### src/rtl/mul_div_unit.sv
// Iterative unsigned multiply (shift-add) / divide (restoring) unit.
// One iteration per clock; results are registered and held until the next completion.
module mul_div_unit #(
    parameter int WIDTH = 8
) (
    input  logic             clk,
    input  logic             rst_n,
    input  logic             start,
    input  logic             op,
    input  logic [WIDTH-1:0] operand_a,
    input  logic [WIDTH-1:0] operand_b,
    output logic             busy,
    output logic             done,
    output logic [WIDTH-1:0] result_lo,
    output logic [WIDTH-1:0] result_hi,
    output logic             div_by_zero,
    output logic [1:0]       dbg_state
);

    localparam int CW = $clog2(WIDTH + 1);

    localparam logic [1:0] S_IDLE = 2'd0;
    localparam logic [1:0] S_RUN  = 2'd1;
    localparam logic [1:0] S_DONE = 2'd2;

    logic [1:0]       state_q, state_d;
    logic [CW-1:0]    cnt_q, cnt_d;
    logic             op_q, op_d;
    logic             dz_q, dz_d;
    logic [WIDTH-1:0] b_q, b_d;
    logic [WIDTH-1:0] hi_q, hi_d;
    logic [WIDTH-1:0] lo_q, lo_d;
    logic [WIDTH-1:0] res_lo_q, res_lo_d;
    logic [WIDTH-1:0] res_hi_q, res_hi_d;
    logic             dbz_q, dbz_d;

    // One iteration of each algorithm; hi/lo hold the working accumulator.
    logic [WIDTH:0]   mul_sum;
    logic [WIDTH:0]   div_shift;
    logic [WIDTH:0]   div_diff;
    logic [WIDTH-1:0] iter_hi;
    logic [WIDTH-1:0] iter_lo;

    always_comb begin
        mul_sum   = {1'b0, hi_q} + (lo_q[0] ? {1'b0, b_q} : {(WIDTH+1){1'b0}});
        div_shift = {hi_q, lo_q[WIDTH-1]};
        div_diff  = div_shift - {1'b0, b_q};
        if (op_q) begin
            // Borrow in div_diff[WIDTH] means the trial subtraction is restored.
            iter_hi = div_diff[WIDTH] ? div_shift[WIDTH-1:0] : div_diff[WIDTH-1:0];
            iter_lo = {lo_q[WIDTH-2:0], ~div_diff[WIDTH]};
        end else begin
            iter_hi = mul_sum[WIDTH:1];
            iter_lo = {mul_sum[0], lo_q[WIDTH-1:1]};
        end
    end

    always_comb begin
        state_d  = state_q;
        cnt_d    = cnt_q;
        op_d     = op_q;
        dz_d     = dz_q;
        b_d      = b_q;
        hi_d     = hi_q;
        lo_d     = lo_q;
        res_lo_d = res_lo_q;
        res_hi_d = res_hi_q;
        dbz_d    = dbz_q;
        case (state_q)
            S_IDLE, S_DONE: begin
                if (start) begin
                    state_d = S_RUN;
                    cnt_d   = '0;
                    op_d    = op;
                    dbz_d   = 1'b0;
                    dz_d    = op && (operand_b == '0);
                    hi_d    = '0;
                    // Multiply keeps the multiplier in lo and the multiplicand in b.
                    lo_d    = op ? operand_a : operand_b;
                    b_d     = op ? operand_b : operand_a;
                end else if (state_q == S_DONE) begin
                    state_d = S_IDLE;
                end
            end
            S_RUN: begin
                if (dz_q) begin
                    state_d  = S_DONE;
                    res_lo_d = {WIDTH{1'b1}};
                    res_hi_d = lo_q;
                    dbz_d    = 1'b1;
                end else begin
                    hi_d  = iter_hi;
                    lo_d  = iter_lo;
                    cnt_d = cnt_q + CW'(1);
                    if (cnt_q == CW'(WIDTH - 1)) begin
                        state_d  = S_DONE;
                        res_lo_d = iter_lo;
                        res_hi_d = iter_hi;
                    end
                end
            end
            default: state_d = S_IDLE;
        endcase
    end

    always_ff @(posedge clk or negedge rst_n) begin
        if (!rst_n) begin
            state_q  <= S_IDLE;
            cnt_q    <= '0;
            op_q     <= 1'b0;
            dz_q     <= 1'b0;
            b_q      <= '0;
            hi_q     <= '0;
            lo_q     <= '0;
            res_lo_q <= '0;
            res_hi_q <= '0;
            dbz_q    <= 1'b0;
        end else begin
            state_q  <= state_d;
            cnt_q    <= cnt_d;
            op_q     <= op_d;
            dz_q     <= dz_d;
            b_q      <= b_d;
            hi_q     <= hi_d;
            lo_q     <= lo_d;
            res_lo_q <= res_lo_d;
            res_hi_q <= res_hi_d;
            dbz_q    <= dbz_d;
        end
    end

    assign busy        = (state_q == S_RUN);
    assign done        = (state_q == S_DONE);
    assign result_lo   = res_lo_q;
    assign result_hi   = res_hi_q;
    assign div_by_zero = dbz_q;
    assign dbg_state   = state_q;

endmodule

### config.mk
export PLATFORM = sky130hd
export DESIGN_NAME = mul_div_unit
export DESIGN_NICKNAME = d
export VERILOG_FILES = /design/src/rtl/mul_div_unit.sv
export SDC_FILE = /design/constraint.sdc
export NUM_CORES = 1
export LEC_CHECK = 0
export ABC_AREA = 1
export BUFFER_PORTS_ARGS = -buffer_cell sky130_fd_sc_hd__buf_4
export CAP_MARGIN = 20
export CORE_ASPECT_RATIO = 1.4
export CORE_MARGIN = 2
export CORE_UTILIZATION = 55
export DETAILED_ROUTE_END_ITERATION = 7
export PLACE_DENSITY = 0.76
export RECOVER_POWER = 50
export SYNTH_ARGS = -nofsm -noshare
export SYNTH_HDL_FRONTEND = slang
export SYNTH_SLANG_ARGS = --single-unit
### constraint.sdc
create_clock -name clk -period 4.7 [get_ports clk]
set_input_delay 0.235 -clock clk [delete_from_list [all_inputs] [get_ports clk]]
set_output_delay 0.235 -clock clk [all_outputs]
set_load 0.01 [all_outputs]
==> impl_metrics.ini <==
[run_status]
status = finished, violations left
violations = capacitance limit, slew limit

[grt]
antenna_found_initial = 0
grt_overflow = 0
grt_pass1_vias = 3035
grt_max_degree = 50
grt_pass1_wl_microns = 14280
grt_use_total_pct = 27.73

[sta]
min_period_over_period_pct = 60.88
fin_setup_tns_ns = 0
grt_setup_unrepaired = false
finalSetupViolations = 0
finalMaxSlewViolations = 50
finalHoldViolations = 0
whs_ns = 0.1589
slew_headroom_pct = -81.83
skew_ns = 0.009258
period_needed_ns = 2.861
max_slew.worst_pin.slew_ns = 2.727
clock.fmax_mhz = 349.5

[setup_path]
cp_slowest_cell = clkbuf_1
cp-startpoint = rst_n
path_max_fanout = 49
cpPeakStageDelay_ns = 1.92
critPathKind = input pin to asynchronous set/reset pin
path_buf_inv = 2
start_kind = input pin
worstPathCellList = dlygate4sd3_1 > clkbuf_1
cpLargestDelayFamily = buffers and inverters
worstPathArrival_ns = 2.71
r2r-start = lo_q[7]$_DFFE_PN0P_
end_kind = asynchronous set/reset pin
cp.required_ns = 4.54

[cells_and_area]
final_layout_size_suffix_gt1_share_pct = 12.63
area_growth_pct = 12.77
layout_commonest_cell = nand2_1
layout.nets = 521
utilization_pct = 64.13
num_antenna_cells = 0
layout_common_cells = nand2_1, inv_1, dfrtp_1, a21oi_1, o21ai_0

[routing]
wirelength_microns = 8856
drtPass1Iterations = 4
ant_nets = 0
wl_per_cell_microns = 16.01
drtIter0Drc = 250
vias = 3115
via_per_inst = 5.633
drcViolationCount = 0

[clock_tree]
clockBufferDepth = 2
ctsResizeCount = 0
cts-root-buf = clkbuf_8
cts.htree.levels = 2
post_cts_buffers = 0
cts_tree = built
clock_latency_ns = 0.31
clock-sinks = 49
cts_buffers = 5
cts.clk_slew.worst_paths_ns = 0.09

[floorplan]
die_h_microns = 95.80
rows = 33
pin_count = 41
dieArea_sq_um = 6665
core_sq_um = 5822
initial_core_util_pct = 56.87
fp.dieW_microns = 69.57

[worst_hold_path]
hp-start = operand_b[3]
holdCritPathClass = input pin to flop

[synth]
netlist_instances = 446
synthSimpleGateAreaFrac_pct = 27.48
synth-edff-count = 0
yosys.area.top_type_share_pct = 37.04
synth_top_area_cell = dfrtp_1
synth_xor_area_share_pct = 1.058
synth_top_family_by_area = simple AND/OR/NAND/NOR gates
synthAdderAreaFrac_pct = 7.634
muxShareOfSynthArea_pct = 0.3023
yosys_warnings = 0
syn_area_sq_um = 3311
synth_nets = 485
synth-seq-area-share_pct = 37.04
synth-compound-area-share_pct = 16.21
ys_ff_latch = 49
synth_top_cells_by_area = dfrtp_1, nand2_1, inv_1, ha_1, a21oi_1
ys_dominant_reg_cell = dfrtp_1
syn_avg_cell_area_sq_um = 7.423
synthDistinctLibCells = 40
postSynth.asyncResetShare_pct = 100.0

[place]
dp_hpwl_microns = 6811
portBuffers = 40
place_congestion = 0.9213

[pwr]
power_density_nw_per_um2 = 727.4
p_leak_nw = 2.026
p_total_mw = 2.716
irDropWorstVdd_uv = 388.2

[run]
drv_cap = 1
==> what timing repair did <==
item	CTS	global route
hold buffers	1	0
endpoints found under the setup margin	0	0
endpoints found under the hold margin	49	0
==> path summary, 6_finish.rpt <==
kind / depth (start not counted) / slack, ns / end
setup / recovery: 2 / 1.84 / dbg_state[1]$_DFFE_PN0P_
hold / removal: 2 / 0.16 / dz_q$_DFFE_PN0P_
setup reg to reg: 12 / 2.31 / result_lo[0]$_DFFE_PN0P_
hold reg to reg: 2 / 0.49 / result_hi[1]$_DFFE_PN0P_
max in group clk: 12 / 2.31 / result_lo[0]$_DFFE_PN0P_
min in group asynchronous: 2 / 1.32 / hi_q[6]$_DFFE_PN0P_
==> Yosys cell counts (2+ instances only) <==
cell type  count
fa_1           2
o21ai_0       31
o21bai_1       2
o21ai_1        5
nand2_4        4
nand4_1        2
dfrtp_1       49
nand3b_1       6
inv_2          7
buf_6          3
nand2_1      116
o22ai_1        6
xnor2_1        3
buf_2          3
a21oi_1       34
nand2_2        4
ha_1          17
nand3_1       30
clkbuf_1       6
o211ai_1       4
nor2_8         2
nor2_4         2
o221ai_1       3
nor2_1        25
a31oi_1        3
inv_1         63
==> cells by family after synthesis <==
family,count (synthesis)
flip-flops,49
AND/OR/NAND/NOR,195
adder cells (fa/ha/maj),19
buffers and inverters,83
AO/OA/AOI/OAI,95
XOR/XNOR,4
multiplexers,1
==> layout make-up <==
class                   count  area (sq um)
fillers                   535          2088
multi-input cells         314          1744
flip-flops and latches     49          1226
repair buffers             41         269.0
inverters                  71         269.0
well taps                  70         87.58
clock buffers               5         68.82
clock inverters             3         68.82
==> through the flow <==
stage | cell area, sq um | setup WS (ns) | cells
after floorplan | 3311 | 2.705 | 446
after global placement | 3627 | 2.440 | 544
after detailed placement | 3627 | 2.396 | 544
after CTS | 3775 | 2.388 | 553
after global routing | 3734 | 1.279 | 553
final | 3734 | 1.839 | 553
==> power by group <==
group,leakage [nW],switching (mW),internal [mW]
Sequential,0.602,0.155,0.569
Combinational,1.36,1.05,0.571
Clock,0.0687,0.155,0.214
==> sequential cells by signal, indices dropped and copies added, names as in the netlist <==
signal / count
dz_q: 1
result_lo: 8
hi_q: 8
result_hi: 8
cnt_q: 4
div_by_zero: 1
lo_q: 8
b_q: 8
dbg_state: 2
op_q: 1
==> per-layer routing <==
layer	routed length (microns)	vias to the layer above	share of wire, %	GRT usage, %
met5	0	-	0	0
met4	466	0	5.3	16.67
met3	393	30	4.4	2.827
met2	4627	103	52	51.44
met1	3368	1456	38	30.69
li1	-	1526	-	-
Power figures use the tool's default switching activity.
